File: config.mk
export PLATFORM = sky130hd
export DESIGN_NAME = latch_chain_monitor
export DESIGN_NICKNAME = d
export VERILOG_FILES = /design/src/rtl/latch_chk_pkg.sv /design/src/rtl/latch_chain_monitor_expect_pipe.sv /design/src/rtl/latch_chain_monitor.sv
export SDC_FILE = /design/constraint.sdc
export NUM_CORES = 1
export LEC_CHECK = 0
export CAP_MARGIN = 40
export CORE_MARGIN = 8
export CORE_UTILIZATION = 53
export DETAILED_ROUTE_END_ITERATION = 10
export HOLD_SLACK_MARGIN = 0.12
export PLACE_DENSITY = 0.8
export SETUP_SLACK_MARGIN = 0.05
export SYNTH_ARGS = -nofsm -noshare
export SYNTH_HDL_FRONTEND = slang
export SYNTH_SLANG_ARGS = --single-unit
export TNS_END_PERCENT = 1
File: constraint.sdc
create_clock -name clk -period 2.8 [get_ports clk]
set_input_delay 0.84 -clock clk [delete_from_list [all_inputs] [get_ports clk]]
set_output_delay 0.84 -clock clk [all_outputs]
set_load 0.01 [all_outputs]
File: src/rtl/latch_chk_pkg.sv
// Shared state encoding and helpers for the latch chain monitor.
package latch_chk_pkg;

  typedef enum logic [1:0] {
    ST_IDLE   = 2'd0,
    ST_WARMUP = 2'd1,
    ST_CHECK  = 2'd2,
    ST_FAIL   = 2'd3
  } state_t;

  // Counters narrower than 32 bits are zero-extended in and truncated out.
  function automatic logic [31:0] sat_inc(
    input logic [31:0] v,
    input logic [31:0] max
  );
    return (v >= max) ? v : v + 32'd1;
  endfunction

endpackage

File: src/rtl/latch_chain_monitor_expect_pipe.sv
// Reference pipe: DEPTH-stage copy of din with a valid bit per stage.
module expect_pipe #(
  parameter int WIDTH  = 1,
  parameter int DEPTH  = 1,
  parameter bit INVERT = 1'b0
) (
  input  logic             clk,
  input  logic             rst,
  input  logic             clear,
  input  logic             shift,
  input  logic [WIDTH-1:0] din,
  output logic [WIDTH-1:0] exp,
  output logic             exp_valid
);

  logic [WIDTH-1:0] r_data [DEPTH];
  logic [DEPTH-1:0] r_vld;

  always_ff @(posedge clk or posedge rst) begin
    if (rst) begin
      for (int i = 0; i < DEPTH; i++) r_data[i] <= '0;
      r_vld <= '0;
    end else if (clear) begin
      for (int i = 0; i < DEPTH; i++) r_data[i] <= '0;
      r_vld <= '0;
    end else if (shift) begin
      r_data[0] <= din;
      for (int i = 1; i < DEPTH; i++) r_data[i] <= r_data[i-1];
      r_vld <= (r_vld << 1) | DEPTH'(1);
    end
  end

  assign exp       = r_data[DEPTH-1] ^ {WIDTH{INVERT}};
  assign exp_valid = r_vld[DEPTH-1];

endmodule

File: src/rtl/latch_chain_monitor.sv
// Self-checking monitor: compares dut_q against a delayed copy of din
// and keeps sticky fail, saturating counters and first-failure capture.
module latch_chain_monitor
  import latch_chk_pkg::*;
#(
  parameter int WIDTH        = 1,
  parameter int DEPTH        = 1,
  parameter bit INVERT       = 1'b0,
  parameter int WARMUP       = 2,
  parameter int CNT_W        = 16,
  parameter bit STOP_ON_FAIL = 1'b1
) (
  input  logic             clk,
  input  logic             rst,
  input  logic             clear,
  input  logic             en,
  input  logic [WIDTH-1:0] din,
  input  logic [WIDTH-1:0] dut_q,
  output logic [1:0]       state,
  output logic             fail,
  output logic [CNT_W-1:0] mismatch_cnt,
  output logic [CNT_W-1:0] cycle_cnt,
  output logic [CNT_W-1:0] first_fail_cycle,
  output logic [WIDTH-1:0] first_fail_mask
);

  localparam logic [31:0] CNT_MAX = 32'({CNT_W{1'b1}});
  localparam logic [7:0]  WU_LAST = 8'(WARMUP - 1);

  state_t           r_state;
  state_t           w_next;
  logic [7:0]       r_warm;
  logic [7:0]       w_warm_nxt;
  logic [WIDTH-1:0] w_exp;
  logic             w_vld;
  logic             w_cmp;
  logic             w_miss;
  logic             r_fail;
  logic [CNT_W-1:0] r_mis;
  logic [CNT_W-1:0] r_cyc;
  logic [CNT_W-1:0] r_ffc;
  logic [WIDTH-1:0] r_ffm;

  expect_pipe #(
    .WIDTH  (WIDTH),
    .DEPTH  (DEPTH),
    .INVERT (INVERT)
  ) u_pipe (
    .clk       (clk),
    .rst       (rst),
    .clear     (clear),
    .shift     (en),
    .din       (din),
    .exp       (w_exp),
    .exp_valid (w_vld)
  );

  assign w_cmp  = (r_state == ST_CHECK) && en && w_vld;
  assign w_miss = w_cmp && (w_exp != dut_q);

  always_comb begin
    w_next     = r_state;
    w_warm_nxt = r_warm;
    unique case (r_state)
      ST_IDLE: begin
        if (en) begin
          w_warm_nxt = '0;
          w_next     = (WARMUP == 0) ? ST_CHECK : ST_WARMUP;
        end
      end
      ST_WARMUP: begin
        if (!en)                   w_next = ST_IDLE;
        else if (r_warm == WU_LAST) w_next = ST_CHECK;
        else                       w_warm_nxt = r_warm + 8'd1;
      end
      ST_CHECK: begin
        if (!en)                          w_next = ST_IDLE;
        else if (w_miss && STOP_ON_FAIL) w_next = ST_FAIL;
      end
      ST_FAIL: w_next = ST_FAIL;
      default: w_next = ST_IDLE;
    endcase
  end

  always_ff @(posedge clk or posedge rst) begin
    if (rst) begin
      r_state <= ST_IDLE;
      r_warm  <= '0;
    end else if (clear) begin
      r_state <= ST_IDLE;
      r_warm  <= '0;
    end else begin
      r_state <= w_next;
      r_warm  <= w_warm_nxt;
    end
  end

  always_ff @(posedge clk or posedge rst) begin
    if (rst) begin
      r_fail <= 1'b0;
      r_mis  <= '0;
      r_cyc  <= '0;
      r_ffc  <= '0;
      r_ffm  <= '0;
    end else if (clear) begin
      r_fail <= 1'b0;
      r_mis  <= '0;
      r_cyc  <= '0;
      r_ffc  <= '0;
      r_ffm  <= '0;
    end else if (w_cmp) begin
      r_cyc <= CNT_W'(sat_inc(32'(r_cyc), CNT_MAX));
      if (w_miss) begin
        r_mis  <= CNT_W'(sat_inc(32'(r_mis), CNT_MAX));
        r_fail <= 1'b1;
        // Capture uses the count before this compare is added.
        if (!r_fail) begin
          r_ffc <= r_cyc;
          r_ffm <= w_exp ^ dut_q;
        end
      end
    end
  end

  assign state            = r_state;
  assign fail             = r_fail;
  assign mismatch_cnt     = r_mis;
  assign cycle_cnt        = r_cyc;
  assign first_fail_cycle = r_ffc;
  assign first_fail_mask  = r_ffm;

endmodule

==> reports/qor.txt <==
GR Overflow Total: 0
Die ar.: 9010 sq um
Layout Nets: 420
Max rail drop VDD: 0.295 mV
synth top area cells: dfrtp_1 47%, nand2_1 5.6%, nand3_1 3.3%
outcome: finished clean
Residual DRC: 0
post-synth top area share: 47.0%
GPL Wtd Cong: 0.849
Top FF cell, synth: dfrtp_1
# hold bufs at CTS: 0
post-cts repair resize count: 0
pwr/cell area: 409 nW/um^2
vias per cell: 6.00
cells after synthesis: 342
Pleak: 0.00179 uW
CP Class: input port to flop
sequential power share: 53.0%
Initial Util: 55.4%
Hold WC Path Type: flop to flop
Max clock buf depth: 2
unrepaired setup endpoints after global routing: false
core footprint: 5960 sq um
Tot Pwr: 1710 uW
Arr. time, crit path: 2.60 ns
CTS buffer count: 9
worst-margin pin slew: 0.486 ns
chip width: 94.9 microns
TritonCTS clock tree: built
Netlist cell types: 57
#FFs+latches synth: 62
Post-Syn Area: 3300 sq um
first-pass GRT wire length: 13300 microns
# H-tree levels: 3
initial antenna violation count: 0
MaxCap Viol Count: 0
final period utilization: 83.5%
number of I/O pins: 58
vias in the first global route: 2956
post-route ant nets: 0
crit-path max FO: 9
Mapped Avg Cell Area: 9.65 sq um
Clk network pwr share: 41.0%
Required @ worst endpoint: 3.06 ns
normalized max-slew margin: 67.4%
Combinational Power Share: 6.0%
fmax: 428 MHz
skew final: 0.00591 ns
max-slew violation count: 0
count leader, synth: dfrtp_1
Startpoint Class: input port
1st-pass router iterations: 4
Net Count, Synth: 352
setup bufs post-CTS: 0
port bufs: 57
Async SR Flop Fraction: 100%
Synth area leader: dfrtp_1
drt total wl: 8030 microns
clk root buf: clkbuf_8
switch share: 22.8%
total net switching power: 389 uW
GRT Resource Usage Total: 18.4%
min cycle time layout: 2.34 ns
setup tns final: 0 ns
most frequent cells after synthesis: 62 x dfrtp_1, 49 x nand2_1, 22 x nand3_1
routed len/inst: 16.5 microns
CTS Sinks: 62
Pint: 1320 uW
num rows: 28
Worst-path clk slew: 0.07 ns
post-detail-place hpwl: 5610 microns
Yosys warnings: 0
Detailed Route Iter0 Violations: 132
clock latency on the worst-skew pair: 0.34 ns
layout cell share with drive strength beyond 1: 11.4%
sequential fraction of the synthesis area: 47.0%
Setup-failing EPs final: 0
CP Capture Type: flop
# diodes: 0
via count: 2926
Post-synth EDFFs: 0
Hold Fails Final Rpt: 0
Chip Height: 94.9 microns
largest net degree at the start of global routing: 63
Area Overhead vs Synth: 26.6%
kinds of logic after synthesis:
logic type,count (synthesis),synth area share (%)
AOI/OAI and AO/OA,84,17.6
xor gates and xnor gates,7,1.86
adders and majority gates,4,1.52
buffers and inverters,26,3.94
DFF,62,47.0
muxes,10,3.22
and+or+nand+nor,149,24.8
metrics by stage:
| step | hold WS [ns] | instance area (sq um) | worst slack [ns] | std cells | util, % |
|---|---|---|---|---|---|
| after floorplan | 0.454 | 3300 | 0.419 | 342 | - |
| after global placement | 0.449 | 4000 | 0.156 | 473 | 67.1 |
| after detailed placement | 0.455 | 4000 | 0.0996 | 474 | 67.2 |
| after CTS | 0.469 | 4180 | 0.471 | 488 | 70.1 |
| after global routing | 0.484 | 4180 | 0.364 | 488 | 70.1 |
| final | 0.463 | 4180 | 0.461 | 488 | 70.1 |
metal layers:
| metal | track usage [%] | share of wire, % | up-vias |
|---|---|---|---|
| li1 | - | - | 1410 |
| met1 | 20.9 | 43 | 1426 |
| met2 | 31.6 | 49 | 79 |
| met3 | 3.97 | 6.5 | 11 |
| met4 | 9.62 | 1.6 | 0 |
| met5 | 0 | 0 | - |
registers in the layout, summed over array words and instances, names as in the netlist:
register / count
cycle_cnt: 16
mismatch_cnt: 16
u_pipe.exp_valid: 1
u_pipe.exp: 1
r_warm: 8
state: 2
first_fail_mask: 1
fail: 1
first_fail_cycle: 16
critical path: stages:
cell,delay (ns)
clkdlybuf4s50_1,0.56
and4b_1,0.42
nand3_1,0.22
or3_1,0.40
o211ai_1,0.16
power by group through the flow:
| stage | registers (uW) | logic [uW] | clock network, uW |
|---|---|---|---|
| 6_report | 904 | 103 | 700 |
| 3_5_place_dp | 921 | 104 | 0 |
| 5_1_grt | 904 | 114 | 756 |
| 3_3_place_gp | 921 | 100 | 0 |
| 4_1_cts | 904 | 104 | 711 |
| 2_1_floorplan | 921 | 59.1 | 0 |
final timing paths:
kind	depth (start not counted)	slack (ns)	from	to
worst min-delay path	2	0.46	first_fail_cycle[13]	first_fail_cycle[13]
worst min register to register	2	0.46	first_fail_cycle[13]	first_fail_cycle[13]
max in group asynchronous	3	1.63	rst	r_warm[0]
worst max register to register	6	0.88	cycle_cnt[0]	cycle_cnt[5]
worst max-delay path	5	0.46	en	mismatch_cnt[15]
min in group asynchronous	3	0.86	rst	r_warm[2]
final cells by class:
class                   instances  area (sq um)
well taps                      75          93.8
inverters                      10          37.5
clock inverters                 1          5.00
clock buffers                  13           169
repair buffers                 73           703
flip-flops and latches         62          1550
fillers                       488          1780
multi-input cells             254          1620
cells in the final DEF (no fill, tap or decap), types with 6 or more instances in the layout:
cell type and count:
a21oi_1 17, a31oi_1 11, and3_1 10, buf_4 15
clkbuf_8 12, clkdlybuf4s50_1 57, dfrtp_1 62, inv_1 8
nand2_1 49, nand3_1 22, nand4_1 14, nor2_1 16
o21ai_0 15, o31ai_1 10, or4_1 6
Power figures use the tool's default switching activity.
